<file path="src/rtl/fwd_sel_gen.sv">
// EX-stage operand forwarding select generator with load-use stall detection.
// Optional FWD_PERF_CNT_EN adds a saturating stall_cnt output.
module fwd_sel_gen #(
  parameter int unsigned REG_ADDR_W = 5
) (
  input  logic                  clk,
  input  logic                  rst_n,
  input  logic                  id_valid,
  input  logic [REG_ADDR_W-1:0] id_rs1,
  input  logic [REG_ADDR_W-1:0] id_rs2,
  input  logic                  id_rs1_used,
  input  logic                  id_rs2_used,
  input  logic [REG_ADDR_W-1:0] id_rd,
  input  logic                  id_rd_we,
  input  logic                  id_is_load,
  input  logic                  hold,
  input  logic                  flush,
  output logic                  stall,
`ifdef FWD_PERF_CNT_EN
  output logic [31:0]           stall_cnt,
`endif
  output logic [2:0]            ex_sel_rs1,
  output logic [2:0]            ex_sel_rs2
);

  localparam logic [2:0] SelRf  = 3'b001;
  localparam logic [2:0] SelMem = 3'b010;
  localparam logic [2:0] SelWb  = 3'b100;

  // EX record kept in full; only the "writes rd" summary of MEM is needed downstream.
  // The WB record has no consumer because the register file covers that distance.
  logic                  ex_valid_q, ex_we_q, ex_is_load_q;
  logic [REG_ADDR_W-1:0] ex_rd_q;
  logic                  mem_wr_q;
  logic [REG_ADDR_W-1:0] mem_rd_q;

  logic                  ex_wr;
  logic                  take;
  logic [2:0]            sel_rs1_d, sel_rs2_d;

  assign ex_wr = ex_valid_q & ex_we_q & (ex_rd_q != '0);

  always_comb begin
    stall = id_valid & ~flush & ex_valid_q & ex_is_load_q & ex_we_q & (ex_rd_q != '0) &
            ((id_rs1_used & (id_rs1 == ex_rd_q)) | (id_rs2_used & (id_rs2 == ex_rd_q)));
  end

  assign take = id_valid & ~stall & ~flush;

  function automatic logic [2:0] sel_for(input logic used, input logic [REG_ADDR_W-1:0] rs,
                                         input logic ex_w, input logic [REG_ADDR_W-1:0] ex_r,
                                         input logic mem_w, input logic [REG_ADDR_W-1:0] mem_r);
    logic [2:0] s;
    s = SelRf;
    if (used && rs != '0) begin
      if (ex_w && ex_r == rs) begin
        s = SelMem;
      end else if (mem_w && mem_r == rs) begin
        s = SelWb;
      end
    end
    return s;
  endfunction

  always_comb begin
    sel_rs1_d = SelRf;
    sel_rs2_d = SelRf;
    if (take) begin
      sel_rs1_d = sel_for(id_rs1_used, id_rs1, ex_wr, ex_rd_q, mem_wr_q, mem_rd_q);
      sel_rs2_d = sel_for(id_rs2_used, id_rs2, ex_wr, ex_rd_q, mem_wr_q, mem_rd_q);
    end
  end

  always_ff @(posedge clk) begin
    if (!rst_n) begin
      ex_valid_q   <= 1'b0;
      ex_we_q      <= 1'b0;
      ex_is_load_q <= 1'b0;
      ex_rd_q      <= '0;
      mem_wr_q     <= 1'b0;
      mem_rd_q     <= '0;
      ex_sel_rs1   <= SelRf;
      ex_sel_rs2   <= SelRf;
    end else begin
      if (!hold) begin
        mem_wr_q <= ex_wr;
        mem_rd_q <= ex_rd_q;
      end
      // Flush overrides hold for the EX slot so a killed instruction never lingers.
      if (flush || !hold) begin
        ex_valid_q   <= take;
        ex_we_q      <= take & id_rd_we;
        ex_is_load_q <= take & id_is_load;
        ex_rd_q      <= take ? id_rd : '0;
        ex_sel_rs1   <= sel_rs1_d;
        ex_sel_rs2   <= sel_rs2_d;
      end
    end
  end

`ifdef FWD_PERF_CNT_EN
  always_ff @(posedge clk) begin
    if (!rst_n) begin
      stall_cnt <= '0;
    end else if (stall && !hold && stall_cnt != 32'hFFFF_FFFF) begin
      stall_cnt <= stall_cnt + 32'd1;
    end
  end
`endif

endmodule

</file>
<file path="config.mk">
export PLATFORM = sky130hd
export DESIGN_NAME = fwd_sel_gen
export DESIGN_NICKNAME = d
export VERILOG_FILES = /design/src/rtl/fwd_sel_gen.sv
export SDC_FILE = /design/constraint.sdc
export NUM_CORES = 1
export LEC_CHECK = 0
export BUFFER_PORTS_ARGS = -buffer_cell sky130_fd_sc_hd__buf_2
export CAP_MARGIN = 20
export CORE_UTILIZATION = 35
export DETAILED_ROUTE_END_ITERATION = 16
export MAX_ROUTING_LAYER = met4
export PLACE_DENSITY = 0.62
export SLEW_MARGIN = 20
export SYNTH_ARGS = -nofsm -noshare
export SYNTH_HDL_FRONTEND = slang
export SYNTH_SLANG_ARGS = --single-unit
</file>
<file path="constraint.sdc">
create_clock -name clk -period 1.7 [get_ports clk]
set_clock_uncertainty 0.05 [all_clocks]
set_input_delay 0.085 -clock clk [delete_from_list [all_inputs] [get_ports clk]]
set_output_delay 0.085 -clock clk [all_outputs]
set_load 0.02 [all_outputs]
</file>
; ---- Word-level counts from Yosys, hierarchy flattened
; Index checks and enable logic that the tools add are counted.
[totals]
register_bits = 20
output_inout_bits = 7
word_cells = 51
[op_classes]
eq_ne = 6
mux = 9
bitwise = 17
n_reduce_logical = 11
[ops]
columns = cell, n
row1 = $eq A5 B5 Y1, 6
row2 = $mux W3, 8
row3 = $reduce_bool A5 Y1, 3
row4 = $and A1 B1 Y1, 14
row5 = $logic_and A1 B1 Y1, 6
row6 = $mux W5, 1
row7 = $not A1 Y1, 2
row8 = $logic_not A1 Y1, 1
row9 = $logic_or A1 B1 Y1, 1
row10 = $or A1 B1 Y1, 1

; ---- Logic depth before layout (Yosys ltp)
[depth]
ltp_word = 11
mapped_depth = 6

; ---- Worst setup path before layout
; No wires, ideal clock.
[synth_timing]
path_kind = reg-to-reg
startpoint = register ex_rd_q[3]
endpoint = register ex_is_load_q
setup_ps = 117
arrival_time_ps = 1626
t_required_ps = 1533
path_slack_ps = -93
stages_incl_launch_ff = 7
cell_sequence = dfxtp_1 > or4_1 > o211ai_2 > or3_4 > o211a_4 > buf_6 > a22o_2
[synth_between]
elab_chain_cells = 8
elab_cells_between_ends = 12
[synth_lines]
columns = element, line_no
row1 = start: declaration, 33  ; logic [REG_ADDR_W-1:0] ex_rd_q;
row2 = start signal: assignment, 94  ; ex_rd_q <= take ? id_rd : '0;
row3 = $eq A5 B5 Y1, 45  ; ((id_rs1_used & (id_rs1 == ex_rd_q)) | (id_rs2_used & (id_rs2 == ex_rd_q)));
row4 = $and A1 B1 Y1, 45
row5 = $or A1 B1 Y1, 45
row6 = $and A1 B1 Y1 (*), 44  ; stall = id_valid & ~flush & ex_valid_q & ex_is_load_q & ex_we_q & (ex_rd_q != '0) &
row7 = $not A1 Y1 (*), 48  ; assign take = id_valid & ~stall & ~flush;
row8 = $and A1 B1 Y1 (*) (2 in a row), 48
row9 = $and A1 B1 Y1 (*), 93  ; ex_is_load_q <= take & id_is_load;
row10 = end signal: assignment, 93
row11 = end: declaration, 32  ; logic ex_valid_q, ex_we_q, ex_is_load_q;
; Mark *: on every way between the ends. The rest lies on a longest branch, timed or not.
; A chain may end at the register's enable or synchronous reset.

; ---- Worst setup path in the final report
[layout_timing]
startpoint = register ex_rd_q[3]
endpoint = output stall
[layout_between]
elab_chain_cells = 4
elab_cells_between_ends = 8
[layout_lines]
columns = element, line_no
row1 = $eq A5 B5 Y1, 45
row2 = $and A1 B1 Y1, 45
row3 = $or A1 B1 Y1, 45
row4 = $and A1 B1 Y1 (*), 44
row5 = end: declaration, 18  ; output logic stall,
; Marks and branches as above.

==> impl_results.html <==
<table>
<tr><th>Metric</th><th>Value</th></tr>
<tr><th colspan="2">Status</th></tr>
<tr><td>Result of the run</td><td>complete, but fails checks</td></tr>
<tr><td>Violated checks</td><td>setup timing</td></tr>
<tr><th colspan="2">Timing</th></tr>
<tr><td>Final Setup Violations</td><td>15</td></tr>
<tr><td>Total negative slack</td><td>-2140 ps</td></tr>
<tr><td>Number of slew-limit violations in the final report</td><td>0</td></tr>
<tr><td>Portion of the clock cycle consumed by the worst path in the final layout</td><td>111.3%</td></tr>
<tr><td>Shortest period the worst path allows</td><td>1893 ps</td></tr>
<tr><td>Highest achievable clock rate</td><td>528.4 MHz</td></tr>
<tr><td>Worst Hold Margin</td><td>54.98 ps</td></tr>
<tr><td>Hold Vio Cnt, Final</td><td>0</td></tr>
<tr><td>RSZ-0062 raised after global routing</td><td>true</td></tr>
<tr><td>Worst Tran Pin Value</td><td>between 400 and 500 ps</td></tr>
<tr><td>Worst slew slack as a fraction of its limit</td><td>between 60 and 70%</td></tr>
<tr><td>Final worst setup slack</td><td>-192.6 ps</td></tr>
<tr><th colspan="2">Critical path</th></tr>
<tr><td>Critical path arrival</td><td>1760 ps</td></tr>
<tr><td>Req. time, crit path</td><td>1560 ps</td></tr>
<tr><td>Crit path max-delay cell type</td><td>or4_4</td></tr>
<tr><td>Capturing point of the worst reg2reg path</td><td>ex_sel_rs1[0]</td></tr>
<tr><td>Length in cells of the worst reg-to-reg path</td><td>7</td></tr>
<tr><td>Biggest fanout along the worst timing path</td><td>2</td></tr>
<tr><td>Stage delay of the slowest cell on the critical path</td><td>540 ps</td></tr>
<tr><td>Critical Path Most Common Cell</td><td>buf_6</td></tr>
<tr><td>Chain of cells forming the critical path</td><td>or4_4 &gt; o211ai_4 &gt; or3_4 &gt; buf_6 &gt; nor2_2 &gt; buf_6</td></tr>
<tr><td>Launching point of the worst reg2reg path</td><td>ex_rd_q[3]</td></tr>
<tr><td>Type of the worst setup path</td><td>reg2out</td></tr>
<tr><td>Worst setup slack for register-to-register paths</td><td>-180 ps</td></tr>
<tr><td>Capturing element type of the critical path</td><td>primary output</td></tr>
<tr><td>Startpoint type of the worst setup path</td><td>flip-flop</td></tr>
<tr><th colspan="2">Logic synthesis</th></tr>
<tr><td>Commonest cells in the synthesized netlist</td><td>20 x dfxtp_1, 20 x xnor2_1, 8 x nand2_1</td></tr>
<tr><td>Share of async-settable or async-resettable flops after synthesis</td><td>0%</td></tr>
<tr><td>Instance count of the mapped netlist</td><td>107</td></tr>
<tr><td>Cell taking the most area after synthesis</td><td>dfxtp_1</td></tr>
<tr><td>Cell Area, Synth</td><td>~1000 um2</td></tr>
<tr><td>Number of library cell types mapped by synthesis</td><td>27</td></tr>
<tr><td>Cells taking the most area after synthesis</td><td>dfxtp_1 38%, xnor2_1 17%, a22o_2 5.8%</td></tr>
<tr><td>EDFF count, synth</td><td>0</td></tr>
<tr><td>Yosys warnings</td><td>0</td></tr>
<tr><td>Fraction of post-synthesis cell area in the top cell type by area</td><td>a little under two fifths</td></tr>
<tr><td>Synthesized net count</td><td>131</td></tr>
<tr><td>Number of storage elements in the synthesis netlist</td><td>20</td></tr>
<tr><td>Share of synthesized area occupied by flip-flops and latches</td><td>38.37%</td></tr>
<tr><td>Primary FF master, synth</td><td>dfxtp_1</td></tr>
<tr><td>Average instance area after synthesis</td><td>9.752 um2</td></tr>
<tr><th colspan="2">Final layout</th></tr>
<tr><td>Final instance area</td><td>1678 um2</td></tr>
<tr><td>Area used by sequential logic in the layout</td><td>slightly above 400 um2</td></tr>
<tr><td>Total inserted antenna cells</td><td>0</td></tr>
<tr><td>Fraction of layout instances using a drive strength above 1</td><td>53.70%</td></tr>
<tr><td>Area growth from synthesis to layout</td><td>60.79%</td></tr>
<tr><td>Filler cell count</td><td>240</td></tr>
<tr><td>Combined area of the multi-input logic cells</td><td>807.0 um2</td></tr>
<tr><td>Final Util</td><td>60.32%</td></tr>
<tr><td>Final nets</td><td>187</td></tr>
<tr><th colspan="2">Floorplanning</th></tr>
<tr><td>Initial cell density of the core</td><td>37.52%</td></tr>
<tr><td>Chip height</td><td>56.60 um</td></tr>
<tr><td>Core region area</td><td>2781 um2</td></tr>
<tr><td>Die area</td><td>3204 um2</td></tr>
<tr><td>Count of pins on the block boundary</td><td>31</td></tr>
<tr><td>Placement row count</td><td>19</td></tr>
<tr><td>Die X</td><td>56.60 um</td></tr>
<tr><th colspan="2">Clocking</th></tr>
<tr><td>Num Clock Sinks</td><td>20</td></tr>
<tr><td>Maximum clock path buffer count</td><td>2</td></tr>
<tr><td>Clk slew on worst S/H paths</td><td>130 ps</td></tr>
<tr><td>CTS tree</td><td>done</td></tr>
<tr><td>TritonCTS buffer count</td><td>3</td></tr>
<tr><td>Cell at the root of the clock tree</td><td>clkbuf_4</td></tr>
<tr><td>H-tree depth</td><td>1</td></tr>
<tr><td>Later-pin clock latency in the skew report</td><td>300 ps</td></tr>
<tr><th colspan="2">Route</th></tr>
<tr><td>DR iter-0 viols</td><td>29</td></tr>
<tr><td>Total wire length</td><td>3059 um</td></tr>
<tr><td>Detail-routed net length per standard cell</td><td>15.85 um</td></tr>
<tr><td>1st-pass router iterations</td><td>4</td></tr>
<tr><td>Via Count</td><td>1058</td></tr>
<tr><td>Vias per Instance</td><td>~5.5</td></tr>
<tr><td>Number of remaining DRC errors</td><td>0</td></tr>
<tr><td>Post-route antenna net violation count</td><td>0</td></tr>
<tr><th colspan="2">Hold path</th></tr>
<tr><td>Min-delay worst type</td><td>in2reg</td></tr>
<tr><td>Number of stages on the worst hold path</td><td>2</td></tr>
<tr><td>Hold path startpoint</td><td>rst_n</td></tr>
<tr><td>End point of the worst hold path</td><td>mem_rd_q[3]</td></tr>
<tr><th colspan="2">Pwr</th></tr>
<tr><td>Maximum vdd drop</td><td>approximately 0.65 mV</td></tr>
<tr><td>Leakage dissipation</td><td>0.6615 nW</td></tr>
<tr><td>Cell Pwr Density</td><td>626.8 nW/um2</td></tr>
<tr><th colspan="2">Global routing</th></tr>
<tr><td>Via count of the first global-routing pass</td><td>1020</td></tr>
<tr><td>Total global-route track usage</td><td>20.38%</td></tr>
<tr><td>Maximum number of pins on one net before global-route repair</td><td>13</td></tr>
<tr><td>Antenna violations before repair</td><td>0</td></tr>
<tr><td>GRT Residual Overflow</td><td>0</td></tr>
<tr><td>Global-route wire length before repair</td><td>4912 um</td></tr>
<tr><th colspan="2">Place</th></tr>
<tr><td>Final HPWL DP</td><td>roughly 2000 um</td></tr>
<tr><td>Area of placed instances</td><td>around 1300 um2</td></tr>
<tr><td>Final RePlAce weighted congestion</td><td>0.9014</td></tr>
<tr><td>PortBufs</td><td>30</td></tr>
<tr><th colspan="2">Run</th></tr>
<tr><td>Max cap viols</td><td>0</td></tr>
</table>
power by group:
group / total, mW / leakage (nW) / internal (mW) / switching, mW
clock: 0.395 / 0.0279 / 0.238 / 0.157
sequential: 0.480 / 0.164 / 0.473 / 0.00668
combinational: 0.177 / 0.469 / 0.0949 / 0.0818
total: 1.05 / 0.662 / 0.806 / 0.246
cells in the final DEF, fill, tap and decap left out, types with 2 or more instances in the layout:
cell,count
buf_2,29
or4_1,2
a21oi_2,2
buf_6,4
a22o_4,3
nor3_1,2
o211a_4,2
dfxtp_2,4
or3_2,2
mux2i_1,5
clkbuf_4,3
a32o_1,2
buf_4,12
a22o_1,3
nor2b_1,5
nand4_1,2
xnor2_2,7
o21ai_0,4
a22o_2,3
nand3_2,3
dfxtp_1,15
dlygate4sd3_1,7
nand2_1,8
and2b_1,2
and2_1,2
xnor2_1,11
nor4_2,2
xnor2_4,2
nor2_1,2
sequential cells by signal, indices dropped and copies added, names as in the netlist:
register      cells
ex_we_q           1
mem_rd_q          5
ex_is_load_q      1
ex_valid_q        1
ex_sel_rs2        3
ex_rd_q           5
mem_wr_q          1
ex_sel_rs1        3
through the flow:
| stage | cells | total power, mW | setup slack (ps) |
|---|---|---|---|
| finish | 193 | 1.052 | -192.6 |
| CTS | 192 | 1.045 | -176.6 |
| global placement | 175 | 0.6107 | -72.91 |
| floorplan | 107 | 0.5536 | -61.53 |
| global route | 193 | 1.088 | -247.4 |
| detailed placement | 175 | 0.6126 | -105.6 |
cell families (layout without fill, tap and decap cells):
family	count (synthesis)	count (layout)	share of synthesized area [%]
buf+inv	3	57	1.799
flops	20	20	38.37
simple gates	38	38	20.74
mux	5	5	4.796
compound gates	21	22	17.51
xor+xnor	20	20	16.79
repair_timing:
action / 4_1_cts / 5_1_grt
setup endpoints to repair: 15 / 16
hold buffers: 7 / 0
gates cloned: 1 / 0
resized for setup: 27 / 6
hold endpoints to repair: 7 / 0
pin swaps: 22 / 4
setup buffers: 5 / 1
cell type report:
| type | instances | area share [%] |
|---|---|---|
| clock buffers | 3 | 1.342 |
| clock inverters | 1 | 1.790 |
| well taps | 31 | 2.312 |
| multi-input cells | 85 | 48.10 |
| flip-flops and latches | 20 | 24.38 |
| repair buffers | 53 | 22.07 |
per-layer routing:
metal  vias to the layer above  share of wire [%]  track usage, %
li1                        502                  -               -
met1                       516                 43           26.15
met2                        38                 50           34.12
met3                         2                6.0           4.147
met4                         0               0.39           2.439
met5                         -                  0               -
worst max path at each step:
| stage | start | end | slack (ps) | cells after the start |
|---|---|---|---|---|
| final | ex_rd_q[3] | stall | -190 | 6 |
| after global routing | ex_rd_q[3] | stall | -250 | 6 |
| after CTS | ex_rd_q[3] | stall | -180 | 6 |
| after detailed placement | ex_rd_q[2] | ex_sel_rs1[2] | -110 | 5 |
| after global placement | ex_rd_q[2] | ex_rd_q[0] | -70 | 5 |
| after floorplan | ex_rd_q[2] | ex_sel_rs1[2] | -60 | 6 |
worst max-delay path: cells and delay by family, from the launching register on:
family | cells | cell delay (ps)
buffers and inverters | 2 | 210
and+or+nand+nor | 3 | 720
DFF | 1 | 350
AOI/OAI and AO/OA | 1 | 180
Power figures use the tool's default switching activity.
